<file path="config.mk">
export PLATFORM = sky130hd
export DESIGN_NAME = bin2bcd_seq_flat
export DESIGN_NICKNAME = d
export VERILOG_FILES = /design/src/rtl/bin2bcd_seq_if.sv /design/src/rtl/bin2bcd_seq.sv /design/src/flat_wrapper.sv
export SDC_FILE = /design/constraint.sdc
export NUM_CORES = 1
export LEC_CHECK = 0
export ABC_AREA = 0
export BUFFER_PORTS_ARGS = -buffer_cell sky130_fd_sc_hd__buf_2
export CAP_MARGIN = 0
export CORE_MARGIN = 2
export CORE_UTILIZATION = 55
export DETAILED_ROUTE_END_ITERATION = 10
export PLACE_DENSITY_LB_ADDON = 0.3
export SETUP_SLACK_MARGIN = 0.5
export SYNTH_ARGS = -nofsm -noshare
export SYNTH_HDL_FRONTEND = slang
export SYNTH_SLANG_ARGS = --single-unit
</file>
<file path="constraint.sdc">
create_clock -name clk -period 2.3 [get_ports clk]
set_input_delay 0.23 -clock clk [delete_from_list [all_inputs] [get_ports clk]]
set_output_delay 0.23 -clock clk [all_outputs]
set_load 0.05 [all_outputs]
</file>
<file path="src/rtl/bin2bcd_seq_if.sv">
// Handshake bundle for bin2bcd_seq: start/value in, ready/done/bcd/overflow out.
// The master side is the datapath result register, the slave side is the converter.
interface bin2bcd_seq_if #(
    parameter int WIDTH  = 7,
    parameter int DIGITS = 3
);
    logic                  start;
    logic [WIDTH-1:0]      value;
    logic                  ready;
    logic                  done;
    logic [4*DIGITS-1:0]   bcd;
    logic                  overflow;

    modport master (
        output start,
        output value,
        input  ready,
        input  done,
        input  bcd,
        input  overflow
    );

    modport slave (
        input  start,
        input  value,
        output ready,
        output done,
        output bcd,
        output overflow
    );
endinterface

</file>
<file path="src/rtl/bin2bcd_seq.sv">
// Iterative shift-and-add-3 binary-to-BCD converter, one input bit per clock, with saturation.
// Define BIN2BCD_LZB_EN to replace leading zero digits with 4'hF (blank) at the final load.
module bin2bcd_seq #(
    parameter int WIDTH  = 7,
    parameter int DIGITS = 3
) (
    input  logic              clk,
    input  logic              rst,
    bin2bcd_seq_if.slave      bus
);

    localparam int CW = (WIDTH > 1) ? $clog2(WIDTH) : 1;
    localparam logic [CW-1:0] LAST_BIT = CW'(WIDTH - 1);
    localparam logic [4*DIGITS-1:0] ALL_NINES = {DIGITS{4'h9}};

    typedef enum logic {IDLE, CONV} state_t;

    state_t                state;
    state_t                stateNext;
    logic [CW-1:0]         count;
    logic [WIDTH-1:0]      shiftReg;
    logic [4*DIGITS-1:0]   work;
    logic                  sticky;

    logic [4*DIGITS-1:0]   adjusted;
    logic [4*DIGITS-1:0]   workNext;
    logic [WIDTH-1:0]      shiftNext;
    logic                  stickyNext;
    logic [4*DIGITS-1:0]   finalBcd;
    logic                  lastBit;

`ifdef BIN2BCD_LZB_EN
    // Digit 0 is never blanked so a zero result still shows a single 0.
    function automatic logic [4*DIGITS-1:0] blankLeading(input logic [4*DIGITS-1:0] w);
        logic [4*DIGITS-1:0] r;
        logic                seen;
        r    = w;
        seen = 1'b0;
        for (int k = DIGITS - 1; k >= 1; k--) begin
            if (!seen && w[4*k +: 4] == 4'h0)
                r[4*k +: 4] = 4'hF;
            else
                seen = 1'b1;
        end
        return r;
    endfunction
`endif

    always_ff @(posedge clk or posedge rst) begin
        if (rst)
            state <= IDLE;
        else
            state <= stateNext;
    end

    always_comb begin
        stateNext = state;
        case (state)
            IDLE:    if (bus.start) stateNext = CONV;
            CONV:    if (lastBit)   stateNext = IDLE;
            default: stateNext = IDLE;
        endcase
    end

    always_comb begin
        bus.ready = (state == IDLE);
    end

    // The bit shifted out of the top digit is lost precision, so it latches saturation.
    always_comb begin
        adjusted = work;
        for (int k = 0; k < DIGITS; k++) begin
            if (work[4*k +: 4] >= 4'd5)
                adjusted[4*k +: 4] = work[4*k +: 4] + 4'd3;
        end
        workNext   = {adjusted[4*DIGITS-2:0], shiftReg[WIDTH-1]};
        shiftNext  = shiftReg << 1;
        stickyNext = sticky | adjusted[4*DIGITS-1];
        lastBit    = (count == LAST_BIT);
`ifdef BIN2BCD_LZB_EN
        finalBcd   = stickyNext ? ALL_NINES : blankLeading(workNext);
`else
        finalBcd   = stickyNext ? ALL_NINES : workNext;
`endif
    end

    always_ff @(posedge clk or posedge rst) begin
        if (rst) begin
            count        <= '0;
            shiftReg     <= '0;
            work         <= '0;
            sticky       <= 1'b0;
            bus.done     <= 1'b0;
            bus.bcd      <= '0;
            bus.overflow <= 1'b0;
        end else begin
            bus.done <= 1'b0;
            case (state)
                IDLE: begin
                    if (bus.start) begin
                        shiftReg <= bus.value;
                        work     <= '0;
                        sticky   <= 1'b0;
                        count    <= '0;
                    end
                end
                CONV: begin
                    shiftReg <= shiftNext;
                    work     <= workNext;
                    sticky   <= stickyNext;
                    if (lastBit) begin
                        count        <= '0;
                        bus.done     <= 1'b1;
                        bus.bcd      <= finalBcd;
                        bus.overflow <= stickyNext;
                    end else begin
                        count <= count + 1'b1;
                    end
                end
                default: ;
            endcase
        end
    end

endmodule
</file>
<file path="src/flat_wrapper.sv">
// flat-port wrapper written by rule: the top's interface ports become plain ports
module bin2bcd_seq_flat 
#(
    parameter int WIDTH  = 7,
    parameter int DIGITS = 3
)
  (clk, rst, bus_start, bus_value, bus_ready, bus_done, bus_bcd, bus_overflow);
  bin2bcd_seq_if #(.WIDTH(WIDTH), .DIGITS(DIGITS)) bus_i ();
  input  logic clk;
  input  logic rst;
  input wire logic [$bits(bus_i.start)-1:0] bus_start;
  input wire logic [$bits(bus_i.value)-1:0] bus_value;
  output wire logic [$bits(bus_i.ready)-1:0] bus_ready;
  output wire logic [$bits(bus_i.done)-1:0] bus_done;
  output wire logic [$bits(bus_i.bcd)-1:0] bus_bcd;
  output wire logic [$bits(bus_i.overflow)-1:0] bus_overflow;
  assign bus_i.start = bus_start;
  assign bus_i.value = bus_value;
  assign bus_ready = bus_i.ready;
  assign bus_done = bus_i.done;
  assign bus_bcd = bus_i.bcd;
  assign bus_overflow = bus_i.overflow;
  bin2bcd_seq #(.WIDTH(WIDTH), .DIGITS(DIGITS)) u_core (.clk(clk), .rst(rst), .bus(bus_i));
endmodule
</file>
## Word-level counts from Yosys, hierarchy flattened

Cells that the tools add are included.

- Register bits after elaboration: 38
- RAM bits: 0
- Logic and storage cells: 38
- Memories kept: 0
- Bits in latches: 0
- Bits in read-only memories: 0

- $mul: 0
- $add $sub $neg: 4
- Eq/ne operators: 2
- Reduce and logical (&&, ||, !) cells: 1
- Divide/modulo/power cells: 0
- $lt $le $gt $ge: 3
- Muxes and demuxes: 18
- Shift operators: 0
- Bitwise logic cells: 2

Operator list:

| cell | number |
|---|---|
| $mux W12 | 2 |
| $pmux W12 S2 | 1 |
| $pmux W7 S2 | 1 |
| $add A4 B2 Y4 const B | 3 |
| $ge A4 B3 Y1 const B | 3 |
| $mux W4 | 3 |
| $mux W7 | 1 |
| $mux W3 | 2 |
| $pmux W3 S2 | 1 |
| $mux W1 | 5 |
| $pmux W1 S2 | 2 |
| $add A3 B1 Y3 const B | 1 |
| $eq A3 B3 Y1 const B | 1 |
| $ne A2 B2 Y1 const B | 1 |
| $reduce_and A2 Y1 | 1 |
| $not A1 Y1 | 1 |
| $or A1 B1 Y1 | 1 |

## Longest topological paths before layout

Gate-level depths: netlist (run 1).

- Depth after elaboration: 4
- Depth in mapped cells: 6

## Worst setup path before layout (run 1)

OpenSTA, ideal clock, no wires.

- Kind: flip-flop to flip-flop
- Start: register u_core.work[9]
- End: register u_core.bus.bcd[10]
- Buffers on the path: 0
- Clock period less this slack: 1589 ps
- Path slack: 711 ps
- Required time: 2208 ps
- Data arrival time: 1497 ps
- Stages on the path, launching flop included: 7
- Library setup time: 92 ps
- Cells stage by stage: dfrtp_1 > inv_1 > ha_1 > nand2b_1 > a21oi_1 > mux2_2 > o31ai_2

- Longest elaborated chain between the ends: 4
- Elaborated cells between the ends (all ways): 5
- Those cells by class: add/sub: 1; order compare: 1; mux: 2; bitwise: 1

RTL lines:

| item | line | source |
|---|---|---|
| start: declaration | bin2bcd_seq.sv:22 | `logic [4*DIGITS-1:0] work;` |
| start signal: assignment | bin2bcd_seq.sv:109 | `work <= workNext;` |
| $add A4 B2 Y4 or $ge A4 B3 Y1 (tied branches) | bin2bcd_seq.sv:74, bin2bcd_seq.sv:73 |  |
| $mux W4 (*) | bin2bcd_seq.sv:73 | `if (work[4*k +: 4] >= 4'd5)` |
| $or A1 B1 Y1 | bin2bcd_seq.sv:78 | `stickyNext = sticky \| adjusted[4*DIGITS-1];` |
| $mux W12 (*) | bin2bcd_seq.sv:83 | `finalBcd = stickyNext ? ALL_NINES : workNext;` |
| end signal: assignment | bin2bcd_seq.sv:114 | `bus.bcd <= finalBcd;` |
| end: declaration | bin2bcd_seq_if.sv:28 | `output bcd,` |

Every way passes the cells marked *; elsewhere a longest branch is shown, timed or not.
A chain may end at the register's enable or synchronous reset.

## Worst setup path after layout (run 1)

- Start: register u_core.work[0]
- End: register u_core.bus.bcd[2]

- Longest elaborated chain between the ends: 3
- Elaborated cells between the ends (all ways): 4
- Those cells by class: add/sub: 1; order compare: 1; mux: 2

RTL lines:

| item | line |
|---|---|
| $add A4 B2 Y4 or $ge A4 B3 Y1 (tied branches) | bin2bcd_seq.sv:74, bin2bcd_seq.sv:73 |
| $mux W4 (*) | bin2bcd_seq.sv:73 |
| $mux W12 (*) | bin2bcd_seq.sv:83 |

Marked as above.

==> reports/summary.txt, run 1 <==
Status -> finished, final reports clean
Pins over their slew limit -> 0
Maximum clock frequency -> 0.576 GHz
Largest net degree at the start of global routing -> 39
Core area -> 0.00310 mm2
Port bufs -> 24
R2R Setup Slk -> 560 ps
Synth Register Bits -> 38
IO Pins -> 25
Yosys top cell by area -> dfrtp_1
Commonest cells in the netlist -> dfrtp_1, nand2_1, nor2_1, o22ai_1
WS Path Type -> flop to flop
Mapped Nets -> 194
Root Buffer -> clkbuf_4
Detailed-placement wirelength estimate -> 2.71 mm
Hold Path Class -> primary input to flop
Hold path cells -> 3
Initial antenna violation count -> 0
Vias in the first global route -> 1363
Pwr Density -> 1550 mW/mm2
Share of cells above drive strength 1 -> 27.8%
P&R area growth vs syn -> 15.1%
Setup TNS -> 0 ps
Rows -> 20
Avg Cell Area, Syn -> 10.3 um2
Post-synth EDFFs -> 0
CTS Buffer Depth -> 2
Yosys Warn Count -> 0
Post-synthesis sequential area ratio -> 51.8%
TritonCTS clock tree -> built
Total CTS buffers -> 5
DR WL/cell -> 15.6 um
GRT overflow -> 0
Unrepaired setup endpoints after global routing -> true
Ys async rst share -> 100%
Tightest Pin Transition -> 467 ps
Fin nets -> 220
Worst r2r src -> u_core.work[0]
WHS Endpoint -> u_core.shiftReg[0]
Via-to-Cell Ratio -> 5.68
CP startpoint kind -> flop
DRT Wirelength -> 3.87 mm
Most frequent cell after synthesis -> dfrtp_1
Initial Util -> 59.2%
Final Skew -> 9.44 ps
Routability Congestion -> 0.752
Initial DRC count -> 71
Ant diodes -> 0
Top cell type's share of synthesized area -> 51.8%
DRC violations left -> 0
Max_cap viols -> 0
Synth area leaders -> dfrtp_1, nand2_1, ha_1, o31ai_2, mux2i_1
Die Ht -> 61.8 um
Die area -> 0.00382 mm2
Final antenna-violating net count -> 0
Synth cell types -> 30
CP arrival -> 1990 ps
Clock transition at path regs -> 110 ps
H-tree depth -> 2
Overall Global Routing Usage -> 23.0%
R2R depth -> 6
Crit path time final -> 1740 ps
Gate Count Post-Synth -> 178
Crit Path Max Fanout -> 3
HP Start -> bus_value[0]
Via Count -> 1415
Final hold vios -> 0
Final Core Density -> 68.1%
Placed cell area -> 0.00199 mm2
P_leak -> 0.929 nW
Slew margin rel. -> 68.9%
Fin area -> 0.00211 mm2
First-pass GRT wire length -> 6.23 mm
Final period util -> 75.5%
Die width -> 61.8 um
Clock sinks -> 38
Worst-Skew Late Latency -> 350 ps
Predominant post-synthesis flop cell -> dfrtp_1
Final Hold Slack -> 146 ps
Worst vdd ir -> 0.588 mV
Final Power -> 0.00327 W
Post-CTS Setup Bufs -> 0
Pre-antenna DRT Iters -> 4
Req. time, crit path -> 2550 ps
Final setup viols -> 0
Cell Area, Synth -> 0.00184 mm2
Critical R2R Capture -> u_core.bus.bcd[2]
Element type at the critical path end -> flop
## cells in the final DEF, fill, tap and decap left out, types with 2 or more instances in the layout
| cell type | instances |
|---|---|
| o31ai_2 | 6 |
| dfrtp_1 | 37 |
| xnor2_1 | 3 |
| ha_1 | 4 |
| a21oi_1 | 8 |
| o21ai_0 | 10 |
| nor3b_1 | 5 |
| a31oi_1 | 5 |
| inv_1 | 6 |
| clkinv_2 | 2 |
| mux2_2 | 3 |
| inv_2 | 2 |
| nand2b_1 | 4 |
| mux2i_1 | 7 |
| o21ai_1 | 3 |
| nand2_1 | 28 |
| o22ai_1 | 11 |
| clkbuf_4 | 5 |
| nor2_1 | 12 |
| buf_4 | 2 |
| a21oi_2 | 2 |
| buf_2 | 24 |
## stage by stage
| step | setup WS, ps | instances |
|---|---|---|
| after CTS | 522 | 249 |
| after detailed placement | 511 | 240 |
| after global routing | 468 | 249 |
| final | 564 | 249 |
| after floorplan | 711 | 178 |
| after global placement | 639 | 240 |
## critical path, cell delays in order, from the launching register on
cell,delay (ps)
dfrtp_1,430
inv_1,140
ha_2,220
nand2b_1,100
a21oi_2,210
mux2_2,380
o31ai_2,180
## worst max path at each step
stage              startpoint            endpoint  cells past startpoint
2_1_floorplan  u_core.work[9]  u_core.bus.bcd[10]                      6
3_3_place_gp   u_core.work[9]   u_core.bus.bcd[0]                      6
3_5_place_dp   u_core.work[8]   u_core.bus.bcd[3]                      6
4_1_cts        u_core.work[8]   u_core.bus.bcd[5]                      6
5_1_grt        u_core.work[0]   u_core.bus.bcd[2]                      6
6_report       u_core.work[0]   u_core.bus.bcd[2]                      6
## flip-flops by register name, indices dropped and copies added (netlist names)
register / count
u_core.state: 1
u_core.sticky: 1
u_core.bus.overflow: 1
u_core.work: 12
u_core.bus.done: 1
u_core.shiftReg: 7
u_core.count: 3
u_core.bus.bcd: 12
## cell families (layout without fill, tap and decap cells)
group | Yosys count | count (layout) | synth area share, %
xor gates and xnor gates | 3 | 3 | 1.43
buffers and inverters | 17 | 44 | 3.75
and+or+nand+nor | 53 | 53 | 13.6
muxes | 10 | 10 | 5.66
adders and majority gates | 6 | 6 | 4.09
AOI/OAI and AO/OA | 51 | 51 | 19.7
DFF | 38 | 38 | 51.8
## final cells by class
type | count | area (um2)
Timing Repair Buffer | 27 | 145
Tap cell | 44 | 55.1
Multi-Input combinational cell | 123 | 846
Clock inverter | 3 | 40.0
Sequential cell | 38 | 952
Fill cell | 264 | 991
Inverter | 9 | 36.3
Clock buffer | 5 | 37.5
## per-layer routing
metal	part of all wire, %	track usage (%)
met1	42	28.8
met2	51	37.9
met3	5.6	5.38
met4	1.8	10.9
met5	0	0
## where the power goes
| part | total (W) | switching (W) | internal (W) |
|---|---|---|---|
| Sequential | 0.00119 | 0.000262 | 0.000932 |
| Clock | 0.000447 | 0.000222 | 0.000225 |
| Combinational | 0.00163 | 0.00105 | 0.000573 |
| Total | 0.00327 | 0.00154 | 0.00173 |
## what timing repair did
item                                   in CTS  in global routing
pin swaps                                   0                  2
cloned                                      0                  0
hold buffers                                1                  0
gates resized for setup                     2                  7
setup endpoints to repair                   2                 15
endpoints found under the hold margin      38                  0
No activity file was read; power rests on OpenSTA's default activity.
==> run 2, diff against run 1 <==
Settings changed: ABC_AREA 0 to 1.
Clock period 2.3 ns to 1.7 ns, I/O delays scaled along.
==> reports/summary.txt, run 2 <==
Rows -> 21 (+5.0%)
GRT overflow -> 0 (unchanged)
Share of cells above drive strength 1 -> 43.9% (+16 points)
Clock sinks -> 38 (unchanged)
Pre-antenna DRT Iters -> 5 (+1)
DRT Wirelength -> 5.08 mm (+31%)
Final period util -> 82.8% (+7.3 points)
Post-synthesis sequential area ratio -> 50.6% (-1.2 points)
Gate Count Post-Synth -> 236 (+33%)
IO Pins -> 25 (unchanged)
Total CTS buffers -> 5 (unchanged)
H-tree depth -> 2 (unchanged)
Buf+Inv Stages, Crit Path -> 1 (unchanged)
Avg Cell Area, Syn -> 7.97 um2 (-23%)
R2R depth -> 8 (+2)
Most frequent cell after synthesis -> nand2_1
TritonCTS clock tree -> built
Detailed-placement wirelength estimate -> 2.70 mm (-0.38%)
Via-to-Cell Ratio -> 5.53 (-2.7%)
Overall Global Routing Usage -> 25.5% (+2.5 points)
Synth cell types -> 22 (-27%)
Final antenna-violating net count -> 0 (unchanged)
Ant diodes -> 0 (unchanged)
CTS Buffer Depth -> 2 (unchanged)
Hold Path Class -> primary input to flop
Crit Path Max Fanout -> 5 (+2)
Die width -> 62.5 um (+1.1%)
Synth area leaders -> dfrtp_1, nand2_1, nand3_1, inv_1, ha_1
Vias in the first global route -> 1721 (+26%)
Slew margin rel. -> 68.5% (-0.35 points)
GR Util met1 -> 33.5% (+4.8 points)
Final setup viols -> 0 (unchanged)
Pins over their slew limit -> 0 (unchanged)
Most common cell after layout, fill and taps aside -> nand2_1
Worst-Skew Late Latency -> 350 ps (about the same)
Crit path time final -> 1410 ps (-329 ps)
Yosys Warn Count -> 0 (unchanged)
WHS Endpoint -> u_core.shiftReg[2]
Maximum clock frequency -> 0.710 GHz (+23%)
Routability Congestion -> 0.937 (+25%)
P&R area growth vs syn -> 39.9%
Hold path cells -> 3 (unchanged)
Met2 Use GR -> 43.0% (+5.1 points)
CP arrival -> 1690 ps (-300 ps)
Grt met3 use -> 3.06% (-2.3 points)
Port bufs -> 24 (unchanged)
GR peak layer -> met2
Largest net degree at the start of global routing -> 39 (unchanged)
Max_cap viols -> 0 (unchanged)
Die area -> 0.00390 mm2 (+2.3%)
Req. time, crit path -> 1980 ps (-570 ps)
Top cell type's share of synthesized area -> 50.6% (-1.2 points)
Commonest cells in the netlist -> nand2_1, dfrtp_1, inv_1, nand3_1, nor2_1
Worst r2r src -> u_core.work[8]
Synth Register Bits -> 38 (unchanged)
Die Ht -> 62.5 um (+1.1%)
Predominant post-synthesis flop cell -> dfrtp_1
Final hold vios -> 0 (unchanged)
Core area -> 0.00331 mm2 (+6.7%)
Yosys top cell by area -> dfrtp_1
Worst path top cell family by delay -> simple AND/OR/NAND/NOR gates
First-pass GRT wire length -> 7.81 mm (+25%)
Initial Util -> 56.8% (-2.4 points)
Most frequent cells in the layout -> nand2_1, dfrtp_1, nand2_2
Top flop regs -> u_core.bus.bcd (12), u_core.work (12), u_core.shiftReg (7)
Setup TNS -> 0 ps (unchanged)
CP cell instances -> inv_4, ha_4, nand2_4, nand2_4, nor2_4, nor2_4, nand3_1, nand2_1
HP Start -> bus_value[2]
Slowest CP cell -> dfrtp_2
Fin nets -> 302 (+37%)
DR WL/cell -> 15.3 um (-1.9%)
Critical R2R Capture -> u_core.bus.bcd[1]
Ys async rst share -> 100% (unchanged)
WS Path Type -> flop to flop
Initial DRC count -> 190 (+170%)
Via Count -> 1841 (+30%)
R2R Setup Slk -> 290 ps (-270 ps)
Element type at the critical path end -> flop
Unrepaired setup endpoints after global routing -> true
Tightest Pin Transition -> 472 ps (+5.32 ps)
Initial antenna violation count -> 0 (unchanged)
Cell Area, Synth -> 0.00188 mm2 (+2.5%)
Root Buffer -> clkbuf_4
Max stage delay on crit path -> 480 ps (+50 ps)
Clock transition at path regs -> 120 ps (about the same)
DRC violations left -> 0 (unchanged)
Status -> finished, final reports clean
Final Skew -> 16.0 ps (+6.60 ps)
Mapped Nets -> 252 (+30%)
CP startpoint kind -> flop
Post-synth EDFFs -> 0 (unchanged)
## run 2: per-stage QoR
| step | area, um2 | setup slack, ps | std cells | hold slack, ps | utilization (%) |
|---|---|---|---|---|---|
| after floorplan | 1900 | 504 | 236 | 290 | - |
| after global placement | 2060 | 297 | 303 | 303 | 62.2 |
| after detailed placement | 2060 | 335 | 303 | 303 | 62.2 |
| after CTS | 2390 | 403 | 328 | 17.6 | 72.1 |
| after global routing | 2630 | 258 | 333 | 25.3 | 79.4 |
| final | 2630 | 292 | 333 | 33.1 | 79.4 |
## run 2: timing repair
item	in CTS	in global routing
hold endpoints to repair	38	0
resized for setup	45	62
pin swaps	12	28
hold buffers	1	0
buffers inserted	15	5
cloned	1	0
setup endpoints to repair	31	35
## run 2: routing by layer
metal | up-vias | routed length, um
li1 | 860 | -
met1 | 895 | 2180
met2 | 73 | 2560
met3 | 13 | 257
met4 | 0 | 87
met5 | - | 0
## run 2: worst max-delay path by stage
stage              startpoint           endpoint  slack, ps  depth (start not counted)
4_1_cts          u_core.state          bus_ready        400                          3
2_1_floorplan  u_core.work[4]     u_core.work[5]        500                          9
6_report       u_core.work[8]  u_core.bus.bcd[1]        290                          8
3_3_place_gp   u_core.work[8]  u_core.bus.bcd[1]        300                          8
5_1_grt        u_core.work[8]  u_core.bus.bcd[1]        260                          8
3_5_place_dp   u_core.work[8]  u_core.bus.bcd[6]        330                          8
## run 2: cells by family (layout without fill, tap and decap cells)
family,Yosys count,after routing,synth area share (%)
fa+ha+maj,6,6,3.99
flops,38,38,50.6
simple gates,135,135,30.1
buf+inv,33,84,7.72
compound gates,24,24,7.59
## run 2: worst min-delay path, delay by kind of cell
kind	cells	cell delay [ps]
AND/OR/NAND/NOR	2	90
buffers and inverters	1	70
## run 2: cell type report
cell class              instances  area, um2
clock buffers                   7       55.1
clock inverters                 1       5.00
fillers                       218        681
inverters                      27        118
multi-input cells             165       1060
flip-flops and latches         38        952
well taps                      46       57.6
repair buffers                 49        378
Power of run 2 is left out: the tool's default activity adds up to more than one toggle a clock period on the data nets, which glitch-free logic cannot reach.
==> run 3, diff against run 2 <==
Clock period 1.7 ns to 1.4 ns, I/O delays scaled along.
==> reports/summary.txt, run 3 (synthesis gave the netlist of run 2 again) <==
Crit Path Max Fanout -> 12 (+7)
Clock transition at path regs -> 130 ps (about the same)
Fill count -> 78 (-64%)
Largest net degree at the start of global routing -> 22 (-44%)
Routability Congestion -> 0.898 (-4.1%)
Top flop regs -> u_core.bus.bcd (12), u_core.work (12), u_core.shiftReg (7)
Worst path top cell family by delay -> buffers and inverters
TritonCTS clock tree -> built
Pins over their slew limit -> 0 (unchanged)
Setup TNS -> -99.4 ps (-99.4 ps)
Worst setup margin -> -60.4 ps (-353 ps)
Pre-antenna DRT Iters -> 6 (+1)
Pwr Density -> 2800 mW/mm2
Stages on worst setup path -> 5 (-3)
CP arrival -> 1740 ps (+50 ps)
Failing checks -> setup timing
Final Skew -> 13.2 ps (-2.83 ps)
Element type at the critical path end -> flop
Core area -> 0.00331 mm2 (unchanged)
Cells after DPL -> 305 (+0.66%)
Detailed-placement wirelength estimate -> 3.00 mm (+11%)
Total CTS buffers -> 5 (unchanged)
Hold path cells -> 3 (unchanged)
Tightest Pin Transition -> 439 ps (-33.5 ps)
Die area -> 0.00390 mm2 (unchanged)
Vias in the first global route -> 1877 (+9.1%)
Overall Global Routing Usage -> 29.5% (+4.0 points)
R2R depth -> 5 (-3)
Slew margin rel. -> 70.7% (+2.2 points)
Via-to-Cell Ratio -> 6.11 (+10%)
Buf+Inv Stages, Crit Path -> 3 (+2)
DR WL/cell -> 21.6 um (+42%)
Most frequent cells in the layout -> nand2_1, buf_4, dfrtp_1
Cell repeated most along the worst path -> buf_6
Final antenna-violating net count -> 0 (unchanged)
DRT Wirelength -> 7.90 mm (+56%)
Maximum clock frequency -> 0.685 GHz (-3.6%)
Slowest CP cell -> dfrtp_1
WS Path Type -> flop to flop
IO Pins -> 25 (unchanged)
Share of cells above drive strength 1 -> 57.1% (+13 points)
Die Ht -> 62.5 um (unchanged)
Hold Path Class -> primary input to flop
Fin nets -> 334 (+11%)
Max stage delay on crit path -> 440 ps (-40 ps)
Unrepaired setup endpoints after global routing -> true
CTS Buffer Depth -> 2 (unchanged)
Fin cells -> 365 (+9.6%)
CP cell instances -> buf_6, buf_6, nor2_4, clkinv_4, o211ai_1
Port bufs -> 24 (unchanged)
H-tree depth -> 2 (unchanged)
First-pass GRT wire length -> 8.85 mm (+13%)
Final period util -> 104% (+21 points)
Initial antenna violation count -> 0 (unchanged)
Worst-Skew Late Latency -> 380 ps (+30 ps)
Max_cap viols -> 0 (unchanged)
P_leak -> 1.59 nW
Rows -> 21 (unchanged)
GRT overflow -> 0 (unchanged)
Worst vdd ir -> 2.06 mV
Status -> finished with violations
Ant diodes -> 0 (unchanged)
Initial DRC count -> 283 (+49%)
CP startpoint kind -> flop
Req. time, crit path -> 1680 ps (-300 ps)
Final Core Density -> 95.4% (+16 points)
DRC violations left -> 0 (unchanged)
Via Count -> 2229 (+21%)
Crit path time final -> 1460 ps (+52.5 ps)
P&R area growth vs syn -> 67.9%
Clock sinks -> 38 (unchanged)
Final hold vios -> 0 (unchanged)
Die width -> 62.5 um (unchanged)
Place WS -> 51.9 ps (-283 ps)
Root Buffer -> clkbuf_4
Initial Util -> 56.8% (unchanged)
Final setup viols -> 6 (+6)
Most common cell after layout, fill and taps aside -> nand2_1
-- run 3: changes by cell type in the layout (fill, tap and decap cells not counted), moves of 8 or more --
cell     delta
nand2_1    -11
nand3_1     -8
buf_4      +20
nand3_2     +8
buf_2      -11
buf_6      +21
-- run 3: worst paths after layout --
check | slack, ps | startpoint | to
setup / recovery | -60 | u_core.state | u_core.shiftReg[6]
max in group asynchronous | 670 | rst | u_core.sticky
hold / removal | 80 | bus_value[6] | u_core.shiftReg[6]
min in group asynchronous | 300 | rst | u_core.count[2]
hold reg to reg | 530 | u_core.count[0] | u_core.count[0]
setup reg to reg | -60 | u_core.state | u_core.shiftReg[6]
-- run 3: where the power goes --
| part | internal (W) | switching (W) |
|---|---|---|
| clock | 0.000244 | 0.000423 |
| sequential | 0.00159 | 0.000530 |
| combinational | 0.00248 | 0.00358 |
| total | 0.00431 | 0.00454 |
-- run 3: what timing repair did --
action / 4_1_cts / 5_1_grt
hold endpoints to repair: 23 / 0
pin swaps: 22 / 27
endpoints found under the setup margin: 52 / 53
hold buffers: 7 / 0
buffers inserted: 26 / 19
resized for setup: 67 / 80
-- run 3: tightest hold or removal path, cell delays in order --
cell and delay (ps):
buf_2 80, nand2_1 70, o211ai_1 120
-- run 3: metal layers --
| layer | global-route usage [%] | vias to the layer above | wire length, um |
|---|---|---|---|
| met2 | 50.4 | 183 | 3990 |
| met5 | 0 | - | 0 |
| met4 | 11.4 | 0 | 484 |
| met1 | 36.0 | 1057 | 2730 |
| li1 | - | 924 | - |
| met3 | 7.39 | 65 | 698 |
-- run 3: per-stage QoR --
step | instance area [um2] | hold WS [ps] | power [W]
global placement | 2150 | 165 | 0.00508
finish | 3160 | 78.9 | 0.00885
floorplan | 1980 | 106 | 0.00449
CTS | 2720 | 15.8 | 0.00694
global route | 3160 | 64.9 | 0.00915
detailed placement | 2150 | 166 | 0.00518
-- run 3: cell type report --
cell class	count	area [um2]	share of cell area, %
repair buffers	81	732	23.2
inverters	27	124	3.92
flip-flops and latches	38	955	30.2
multi-input cells	165	1230	38.9
clock inverters	1	5.00	0.159
well taps	46	57.6	1.82
clock buffers	7	55.1	1.74
